File: config.mk
export PLATFORM = sky130hd
export DESIGN_NAME = pe_array_sequencer
export DESIGN_NICKNAME = d
export VERILOG_FILES = /design/src/rtl/pe_seq_pkg.sv /design/src/rtl/pe_seq_counter.sv /design/src/rtl/pe_array_sequencer.sv
export SDC_FILE = /design/constraint.sdc
export NUM_CORES = 1
export LEC_CHECK = 0
export ABC_AREA = 1
export ABC_CLOCK_PERIOD_IN_PS = 8800
export BUFFER_PORTS_ARGS = -buffer_cell sky130_fd_sc_hd__buf_4
export CORE_ASPECT_RATIO = 1.1
export CORE_MARGIN = 2
export CORE_UTILIZATION = 37
export DETAILED_ROUTE_END_ITERATION = 8
export GPL_ROUTABILITY_DRIVEN = 0
export HOLD_SLACK_MARGIN = 0.05
export PLACE_DENSITY_LB_ADDON = 0.08
export SKIP_CTS_REPAIR_TIMING = 1
export SLEW_MARGIN = 25
export SYNTH_ARGS = -nofsm -noshare
export SYNTH_HDL_FRONTEND = slang
export SYNTH_HIERARCHICAL = 1
export SYNTH_SLANG_ARGS = --single-unit
File: constraint.sdc
create_clock -name clk -period 8.8 [get_ports clk]
set_input_delay 0.44 -clock clk [delete_from_list [all_inputs] [get_ports clk]]
set_output_delay 0.44 -clock clk [all_outputs]
set_load 0.01 [all_outputs]
File: src/rtl/pe_seq_pkg.sv
// rtl/pe_seq_pkg.sv - shared types, constants and helpers for the PE array sequencer
// Defines the build-time sizes N_PE (lane count) and ADDR_FIFO (map dimension
// width) when the build does not supply them, the sequencer state encoding,
// the drain latency, the kernel-size clamp and the lane mask helper.
`ifndef N_PE
`define N_PE 4
`endif
`ifndef ADDR_FIFO
`define ADDR_FIFO 10
`endif

package pe_seq_pkg;

  localparam int N_PE      = `N_PE;
  localparam int ADDR_W    = `ADDR_FIFO;
  // Pixel/word counter width: holds K*K + row_length*num_rows without overflow.
  localparam int WORD_W    = 2*ADDR_W + 6;
  localparam int DRAIN_LAT = 3;

  typedef enum logic [2:0] {
    S_IDLE,
    S_LOAD_FLT,
    S_FILL,
    S_COMPUTE,
    S_DRAIN,
    S_DONE
  } seq_state_t;

  // Out-of-range kernel sizes (0 or wider than the array) run as K = 1.
  function automatic logic [2:0] k_clamp(input logic [2:0] fs);
    if (fs == 3'd0 || int'(fs) > N_PE) begin
      return 3'd1;
    end
    return fs;
  endfunction

  // Lanes 0..K-1 set.
  function automatic logic [N_PE-1:0] lane_mask(input logic [2:0] k);
    logic [N_PE-1:0] m;
    m = '0;
    for (int i = 0; i < N_PE; i++) begin
      if (i < int'(k)) begin
        m[i] = 1'b1;
      end
    end
    return m;
  endfunction

endpackage

File: src/rtl/pe_seq_counter.sv
// rtl/pe_seq_counter.sv - loadable counter with enable, optional wrap and terminal-count flag
// Ports: clk, rst_n (async active-low), i_load/i_load_val (load has priority),
// i_en (count enable), i_wrap (wrap to 0 after i_max), i_max (terminal value),
// o_count (current value), o_tc (o_count == i_max).
module pe_seq_counter #(
  parameter int W = 8
) (
  input  logic         clk,
  input  logic         rst_n,
  input  logic         i_load,
  input  logic [W-1:0] i_load_val,
  input  logic         i_en,
  input  logic         i_wrap,
  input  logic [W-1:0] i_max,
  output logic [W-1:0] o_count,
  output logic         o_tc
);

  logic [W-1:0] r_count;

  assign o_count = r_count;
  assign o_tc    = (r_count == i_max);

  always_ff @(posedge clk or negedge rst_n) begin
    if (!rst_n) begin
      r_count <= '0;
    end else if (i_load) begin
      r_count <= i_load_val;
    end else if (i_en) begin
      r_count <= (i_wrap && o_tc) ? '0 : r_count + W'(1);
    end
  end

endmodule

File: src/rtl/pe_array_sequencer.sv
// rtl/pe_array_sequencer.sv - layer sequencer driving the per-lane controls of a K-wide PE array
// Inputs: clk, rst_n (async active-low), start, abort, row_length, num_rows,
// filter_size, nl_type_cfg, last_bank, in_valid.
// Outputs: in_ready, busy, done, per-lane shifting_filter/shifting_line/
// mac_enable/adder_enable/nl_enable/feedback_enable, line_buffer_reset,
// final_filter_bank, nl_type.
// Optional build macro PE_SEQ_POOL_EN adds pool_enable, pool_nl inputs and
// shifting_line_pool, line_buffer_reset_pool, row_length_pool outputs.
module pe_array_sequencer
  import pe_seq_pkg::*;
(
  input  logic              clk,
  input  logic              rst_n,
  input  logic              start,
  input  logic              abort,
  input  logic [ADDR_W-1:0] row_length,
  input  logic [ADDR_W-1:0] num_rows,
  input  logic [2:0]        filter_size,
  input  logic [2:0]        nl_type_cfg,
  input  logic              last_bank,
  input  logic              in_valid,
`ifdef PE_SEQ_POOL_EN
  input  logic              pool_enable,
  input  logic [2:0]        pool_nl,
  output logic              shifting_line_pool,
  output logic              line_buffer_reset_pool,
  output logic [ADDR_W-1:0] row_length_pool,
`endif
  output logic              in_ready,
  output logic              busy,
  output logic              done,
  output logic [N_PE-1:0]   shifting_filter,
  output logic [N_PE-1:0]   shifting_line,
  output logic [N_PE-1:0]   mac_enable,
  output logic [N_PE-1:0]   adder_enable,
  output logic [N_PE-1:0]   nl_enable,
  output logic [N_PE-1:0]   feedback_enable,
  output logic              line_buffer_reset,
  output logic              final_filter_bank,
  output logic [2:0]        nl_type
);

  seq_state_t        r_state;
  seq_state_t        w_next;
  logic [2:0]        r_k;
  logic [ADDR_W-1:0] r_rl;
  logic [ADDR_W-1:0] r_nr;
  logic [2:0]        r_nl_type;
  logic              r_last_bank;
  logic              r_lb_reset;
  logic [1:0]        r_drain;

  logic              w_accept;
  logic              w_idle;
  logic              w_pix_phase;
  logic              w_drain_last;
  logic [2:0]        w_km1;
  logic [N_PE-1:0]   w_mask;
  logic [WORD_W-1:0] w_kk;
  logic [WORD_W-1:0] w_fill_len;
  logic [WORD_W-1:0] w_total;
  logic [WORD_W-1:0] w_word_max;
  logic [WORD_W-1:0] w_word_cnt;
  logic              w_word_tc;
  logic [ADDR_W-1:0] w_col;
  logic              w_col_tc;
  logic [ADDR_W-1:0] w_row;
  logic              w_row_tc;

  assign w_idle       = (r_state == S_IDLE);
  assign w_pix_phase  = (r_state == S_FILL) || (r_state == S_COMPUTE);
  assign w_accept     = in_valid && in_ready;
  assign w_drain_last = (r_state == S_DRAIN) && (r_drain == 2'(DRAIN_LAT - 1));
  assign w_km1        = r_k - 3'd1;
  assign w_mask       = lane_mask(r_k);

  assign w_kk       = WORD_W'(r_k) * WORD_W'(r_k);
  assign w_fill_len = WORD_W'(w_km1) * WORD_W'(r_rl) + WORD_W'(w_km1);
  assign w_total    = w_kk + WORD_W'(r_rl) * WORD_W'(r_nr);

  // The word counter runs across the whole layer; its terminal value moves
  // with the phase so one flag marks the end of filter load and of fill.
  always_comb begin
    w_word_max = w_kk - WORD_W'(1);
    if (r_state == S_FILL) begin
      w_word_max = w_kk + w_fill_len - WORD_W'(1);
    end
  end

  pe_seq_counter #(.W(WORD_W)) u_word_cnt (
    .clk        (clk),
    .rst_n      (rst_n),
    .i_load     (w_idle),
    .i_load_val ('0),
    .i_en       (w_accept),
    .i_wrap     (1'b0),
    .i_max      (w_word_max),
    .o_count    (w_word_cnt),
    .o_tc       (w_word_tc)
  );

  // Column/row track the raster position of every pixel, fill included, so
  // COMPUTE starts at column K-1 of row K-1.
  pe_seq_counter #(.W(ADDR_W)) u_col_cnt (
    .clk        (clk),
    .rst_n      (rst_n),
    .i_load     (w_idle),
    .i_load_val ('0),
    .i_en       (w_accept && w_pix_phase),
    .i_wrap     (1'b1),
    .i_max      (r_rl - ADDR_W'(1)),
    .o_count    (w_col),
    .o_tc       (w_col_tc)
  );

  pe_seq_counter #(.W(ADDR_W)) u_row_cnt (
    .clk        (clk),
    .rst_n      (rst_n),
    .i_load     (w_idle),
    .i_load_val ('0),
    .i_en       (w_accept && w_pix_phase && w_col_tc),
    .i_wrap     (1'b1),
    .i_max      (r_nr - ADDR_W'(1)),
    .o_count    (w_row),
    .o_tc       (w_row_tc)
  );

  always_ff @(posedge clk or negedge rst_n) begin
    if (!rst_n) begin
      r_state     <= S_IDLE;
      r_k         <= '0;
      r_rl        <= '0;
      r_nr        <= '0;
      r_nl_type   <= '0;
      r_last_bank <= 1'b0;
      r_lb_reset  <= 1'b0;
      r_drain     <= '0;
    end else begin
      r_state    <= w_next;
      r_lb_reset <= w_idle && start && !abort;
      if (w_idle && start) begin
        r_k         <= k_clamp(filter_size);
        r_rl        <= row_length;
        r_nr        <= num_rows;
        r_nl_type   <= nl_type_cfg;
        r_last_bank <= last_bank;
      end
      if (r_state == S_DRAIN && !abort) begin
        r_drain <= r_drain + 2'd1;
      end else begin
        r_drain <= '0;
      end
    end
  end

  always_comb begin
    w_next = r_state;
    case (r_state)
      S_IDLE: begin
        if (start) w_next = S_LOAD_FLT;
      end
      S_LOAD_FLT: begin
        if (w_accept && w_word_tc) begin
          if (r_rl == '0 || r_nr == '0) begin
            w_next = S_DRAIN;
          end else if (w_fill_len == '0) begin
            w_next = S_COMPUTE;
          end else begin
            w_next = S_FILL;
          end
        end
      end
      S_FILL: begin
        // A map shorter than K rows runs out of pixels before fill completes.
        if (w_accept) begin
          if (w_col_tc && w_row_tc) begin
            w_next = S_DRAIN;
          end else if (w_word_tc) begin
            w_next = S_COMPUTE;
          end
        end
      end
      S_COMPUTE: begin
        if (w_accept && (w_word_cnt == w_total - WORD_W'(1))) w_next = S_DRAIN;
      end
      S_DRAIN: begin
        if (w_drain_last) w_next = S_DONE;
      end
      S_DONE: begin
        w_next = S_IDLE;
      end
      default: begin
        w_next = S_IDLE;
      end
    endcase
    if (abort) w_next = S_IDLE;
  end

  always_comb begin
    in_ready          = 1'b0;
    shifting_filter   = '0;
    shifting_line     = '0;
    mac_enable        = '0;
    adder_enable      = '0;
    nl_enable         = '0;
    feedback_enable   = '0;
    busy              = !w_idle;
    done              = (r_state == S_DONE);
    line_buffer_reset = r_lb_reset;
    final_filter_bank = !w_idle && r_last_bank;
    nl_type           = w_idle ? 3'd0 : r_nl_type;

    if (r_state == S_LOAD_FLT || w_pix_phase) begin
      in_ready = 1'b1;
    end
    if (r_state == S_LOAD_FLT && w_accept) begin
      shifting_filter = w_mask;
    end
    if (w_pix_phase && w_accept) begin
      shifting_line = w_mask;
      if (r_state == S_COMPUTE && w_col >= ADDR_W'(w_km1) && w_row >= ADDR_W'(w_km1)) begin
        mac_enable = w_mask;
      end
    end
    if (r_state == S_DRAIN) begin
      adder_enable = w_mask;
    end
    if (w_drain_last) begin
      nl_enable = w_mask;
    end
    if (!w_idle && !r_last_bank) begin
      feedback_enable = w_mask;
    end
  end

`ifdef PE_SEQ_POOL_EN
  logic r_pool_en;

  always_ff @(posedge clk or negedge rst_n) begin
    if (!rst_n) begin
      r_pool_en <= 1'b0;
    end else if (w_idle && start) begin
      r_pool_en <= pool_enable;
    end
  end

  // pool_nl selects the pooling stage's own non-linearity downstream; the
  // sequencer only times the pooled line shift.
  assign shifting_line_pool     = r_pool_en && w_drain_last;
  assign line_buffer_reset_pool = r_lb_reset;
  assign row_length_pool        = w_idle ? '0 : (r_rl >> 1);
`endif

endmodule

==> flow_metrics.tcl, run 1 <==
set metrics [dict create \
    run_status "finished clean" \
    initial_core_util_pct 37.7 \
    hold_path_class "in2reg" \
    io_buffers 63 \
    dp_hpwl_mm 30.0 \
    setup_violations 0 \
    placed_cells 2439 \
    layout-drive-gt1-share_pct 9.66 \
    cp_max_fo 21 \
    avgViaCountPerCell 4.84 \
    htreeDepth 3 \
    avgSynthCellArea_um2 6.70 \
    worst-path-buf-inv 7 \
    num-nets-final 2263 \
    maxSlewViolCount 0 \
    grt_overflow_total 0 \
    synth_seq_cells 79 \
    relSlewSlack_pct 43.0 \
    clk_latency_ns 0.37 \
    grt_setup_unrepaired "no" \
    die_area_um2 36500 \
    clock_skew_ns 0.00679 \
    start_kind "flop" \
    layout.cells.non_filler 2456 \
    grt_use_total_pct 21.4 \
    crit_slowest_cell "fa_1" \
    antenna_found_initial 0 \
    finalHoldViolCount 0 \
    drv_cap 0 \
    netlist_area_um2 12900 \
    tightest_slew_ns 0.855 \
    cts_tree "built" \
    routedWlPerCell_um 15.3 \
    clkSinkCount 79 \
    postRouteAntennaNets 0 \
    clkTransAtPathRegs_ns 0.07 \
    drcViolationCount 0 \
    worstPathArrival_ns 8.06 \
    period_minus_slack_ns 7.80 \
    cts.path.max_buffers 2 \
    path_common_cell "nand2_1" \
    required_ns 9.06 \
    ys_types 50 \
    io_pins 64 \
    totalWireLength_mm 37.6 \
    synth_cells 1933 \
    finalSetupTns_ns 0 \
    cts_root_buffer "clkbuf_16" \
    seq_area_frac_synth_pct 15.3 \
    slowest_delay_ns 0.54 \
    grt_pass1_vias 12000 \
    numCtsBuffers 9 \
    fillCellCount 3661 \
    drt_iter0_drc 577 \
    rows 71 \
    yosys_warnings 6 \
    core-area_um2 34400 \
    die_h_um 200 \
    max_freq_mhz 128 \
    dr.pass1.iters 5 \
    synthToLayoutAreaGrowth_pct 10.6 \
    finalCritPeriodShare_pct 88.6 \
    antenna_cells 0 \
    vias 11900 \
    mostFrequentLayoutCells "569 x nand2_1, 321 x inv_1, 156 x nor2_1, 133 x ha_1, 104 x nand3_1" \
    grt_max_degree 58 \
    critPathKind "reg2reg" \
    grt_pass1_wl_mm 63.0 \
    critPathTopFamily "simple AND/OR/NAND/NOR gates" \
    die_width_um 182 \
    crit_path_end_kind "flop" \
    layout_commonest_cell "nand2_1" \
]
-- sequential cells by signal, summed over array words and instances, names as in the netlist --
| signal | count |
|---|---|
| u_word_cnt/o_count | 26 |
| r_nr | 10 |
| r_rl | 10 |
| u_col_cnt/o_count | 10 |
| u_row_cnt/o_count | 10 |
| r_k | 3 |
| r_nl_type | 3 |
| r_state | 3 |
| r_drain | 2 |
| line_buffer_reset | 1 |
| r_last_bank | 1 |
-- through the flow --
stage                     util, %  worst slack, ns  area (um2)  hold WS [ns]
after CTS                    41.6            0.979       14300       -0.0244
after detailed placement     40.7             1.02       14000         0.377
after floorplan                 -             1.50       13100         0.144
final                        41.7             1.00       14300         0.269
after global placement       40.7             1.24       14000         0.371
after global routing         41.7           0.0796       14300         0.271
-- cells in the mapped netlist, drive strengths merged --
cell type	number	area share (%)
a2111oi	1	0.068
xnor2	38	2.6
a21oi	53	2.1
nand3b	7	0.41
o21ai	46	1.8
inv	351	10
a31oi	4	0.19
o22ai	3	0.14
clkbuf	40	1.2
nor3	23	0.97
o31ai	2	0.12
a22oi	48	2.8
nand3	127	5.9
nand2	584	17
a211oi	2	0.12
and3	1	0.048
ha	133	13
and2	3	0.16
o2111ai	1	0.068
o221ai	1	0.068
clkinv	8	0.23
conb	2	0.058
nand4	14	0.84
fa	85	13
or2	8	0.39
buf	16	0.85
nor2	180	5.7
a21boi	2	0.12
or3	1	0.048
dfrtp	79	15
nor4	10	0.48
xor2	49	3.3
o211ai	4	0.23
o21bai	7	0.41
-- worst min-delay path: cells and delay by family --
family | cells | cell delay (ns)
and+or+nand+nor | 2 | 0.09
buffers and inverters | 1 | 0.08
-- logic make-up after synthesis --
| kind of cell | share of synthesized area [%] |
|---|---|
| AOI/OAI and AO/OA | 8.17 |
| xor gates and xnor gates | 5.88 |
| adders and majority gates | 26.0 |
| buffers and inverters | 12.4 |
| DFF | 15.3 |
| other | 0.0580 |
| and+or+nand+nor | 32.2 |
-- layout make-up --
type / instances / area (um2) / area share, %
clock buffers: 9 / 225 / 1.57
inverters: 359 / 1350 / 9.41
multi-input cells: 1486 / 9560 / 66.7
clock inverters: 7 / 80.1 / 0.559
flip-flops and latches: 79 / 1980 / 13.8
repair buffers: 78 / 588 / 4.11
well taps: 438 / 548 / 3.83
-- worst paths after layout --
path,slack [ns],from,endpoint,cells past startpoint
min in group asynchronous,0.52,rst_n,u_word_cnt/o_count[17],2
setup reg to reg,1.00,r_k[0],r_state[1],38
max in group asynchronous,7.13,rst_n,r_nr[4],3
hold reg to reg,0.42,r_drain[0],r_drain[0],1
setup / recovery,1.00,r_k[0],r_state[1],38
hold / removal,0.27,row_length[7],r_rl[7],3
-- routing by layer --
layer | routed length (um) | global-route usage (%) | vias to the layer above | share of wire, %
met4 | 477 | 4.26 | 0 | 1.3
met5 | 0 | 0 | - | 0
li1 | - | - | 6106 | -
met2 | 18400 | 38.0 | 207 | 49
met3 | 1220 | 2.49 | 35 | 3.2
met1 | 17500 | 28.1 | 5536 | 46
Power of run 1 is not shown: default switching activity piles up to over one toggle a cycle in this logic, so the estimate is an artifact.
==> run 2, diff against run 1 <==
- ABC_CLOCK_PERIOD_IN_PS: 8800 -> 9900
- clock period: 8.8 -> 9.9 ns (I/O delays scaled with it)
==> run 2 against run 1 <==
Compared with the run above:
- maximum frequency down 4.3%
- largest cell class unchanged
- critical endpoint unchanged
- wire length down 0.15%
- critical path depth unchanged
- cell area up 0.23%
==> flow_metrics.tcl, run 2 (same netlist as run 1, synthesis figures left out) <==
set metrics [dict create \
    cts.path.max_buffers 2 \
    cts_tree "built" \
    die_h_um 200 \
    setup_violations 0 \
    avgViaCountPerCell 4.79 \
    routedWlPerCell_um 15.3 \
    dpl_cell_area_um2 14000 \
    num-nets-final 2262 \
    io_buffers 63 \
    die_area_um2 36500 \
    layout.cells.non_filler 2455 \
    utilization_pct 41.8 \
    antenna_cells 0 \
    critPathKind "reg2reg" \
    cp_max_fo 21 \
    period_minus_slack_ns 8.15 \
    totalWireLength_mm 37.5 \
    synthToLayoutAreaGrowth_pct 10.9 \
    relSlewSlack_pct 33.5 \
    mostFrequentLayoutCells "569 x nand2_1, 321 x inv_1, 156 x nor2_1, 133 x ha_1, 104 x nand3_1" \
    clk_latency_ns 0.38 \
    critPathTopFamily "adder cells" \
    clkSinkCount 79 \
    required_ns 10.16 \
    numCtsBuffers 9 \
    antenna_found_initial 0 \
    tightest_slew_ns 0.997 \
    postRouteAntennaNets 0 \
    largest_reg_flops 26 \
    finalSetupTns_ns 0 \
    htreeDepth 3 \
    finalHoldViolCount 0 \
    grt_max_degree 60 \
    layout_commonest_cell "nand2_1" \
    clkTransAtPathRegs_ns 0.07 \
    fin_area_um2 14400 \
    fillCellCount 3597 \
    clock_skew_ns 0.00918 \
    cts_root_buffer "clkbuf_16" \
    crit_path_end_kind "flop" \
    worstPathArrival_ns 8.41 \
    dp_hpwl_mm 30.0 \
    hold_path_class "in2reg" \
    slowest_delay_ns 0.54 \
    path_common_cell "nand2_1" \
    start_kind "flop" \
    drv_cap 0 \
    drt_iter0_drc 572 \
    grt_pass1_vias 11600 \
    grt_overflow_total 0 \
    die_width_um 182 \
    grt_use_total_pct 21.2 \
    finalCritPeriodShare_pct 82.3 \
    rows 71 \
    layout-drive-gt1-share_pct 9.62 \
    grt_setup_unrepaired "no" \
    initial_core_util_pct 37.7 \
    maxSlewViolCount 0 \
    worst-path-buf-inv 7 \
    vias 11800 \
    run_status "finished clean" \
    drcViolationCount 0 \
    crit_slowest_cell "fa_1" \
    io_pins 64 \
    core-area_um2 34400 \
    placed_cells 2438 \
    grt_pass1_wl_mm 61.6 \
    max_freq_mhz 123 \
    dr.pass1.iters 5 \
]
## run 2: cell count changes in the layout (fill, tap and decap cells not counted)
cell and change:
bufinv_16 +2, inv_6 -2, buf_4 -1, clkinv_2 +1, clkinvlp_4 -1
## run 2: layout make-up
class / instances / area, um2 / share of cell area, %
Clock buffer: 9 / 225 / 1.57
Clock inverter: 7 / 120 / 0.837
Inverter: 359 / 1350 / 9.39
Multi-Input combinational cell: 1486 / 9560 / 66.6
Sequential cell: 79 / 1980 / 13.8
Tap cell: 438 / 548 / 3.82
Timing Repair Buffer: 77 / 581 / 4.04
## run 2: final timing paths
kind	startpoint	to	slack (ns)	cells after the start
worst min-delay path	row_length[6]	r_rl[6]	0.32	3
max in group asynchronous	rst_n	r_rl[6]	8.17	3
worst max register to register	r_k[0]	r_state[1]	1.75	38
worst min register to register	r_drain[0]	r_drain[0]	0.43	1
worst max-delay path	r_k[0]	r_state[1]	1.75	38
min in group asynchronous	rst_n	u_word_cnt/o_count[17]	0.54	2
## run 2: routing by layer
metal	vias to the layer above	global-route usage (%)	wire length (um)
met5	-	0	0
met4	0	5.50	660
met3	40	2.51	987
met2	179	37.2	18300
met1	5438	27.6	17600
li1	6111	-	-
## run 2: worst reg2reg max path: cells and delay by family (launching register included)
| family | cells | cell delay [ns] |
|---|---|---|
| AOI/OAI and AO/OA | 8 | 1.51 |
| and+or+nand+nor | 16 | 2.14 |
| xor gates and xnor gates | 2 | 0.55 |
| buffers and inverters | 7 | 1.08 |
| DFF | 1 | 0.52 |
| adders and majority gates | 5 | 2.24 |
## run 2: stage by stage
stage | setup slack [ns] | hold WS (ns)
after global placement | 2.01 | 0.410
after CTS | 1.72 | -0.00105
after detailed placement | 1.74 | 0.410
final | 1.75 | 0.316
after global routing | 0.873 | 0.311
after floorplan | 2.60 | 0.199
Power of run 2 is left out for the same reason.
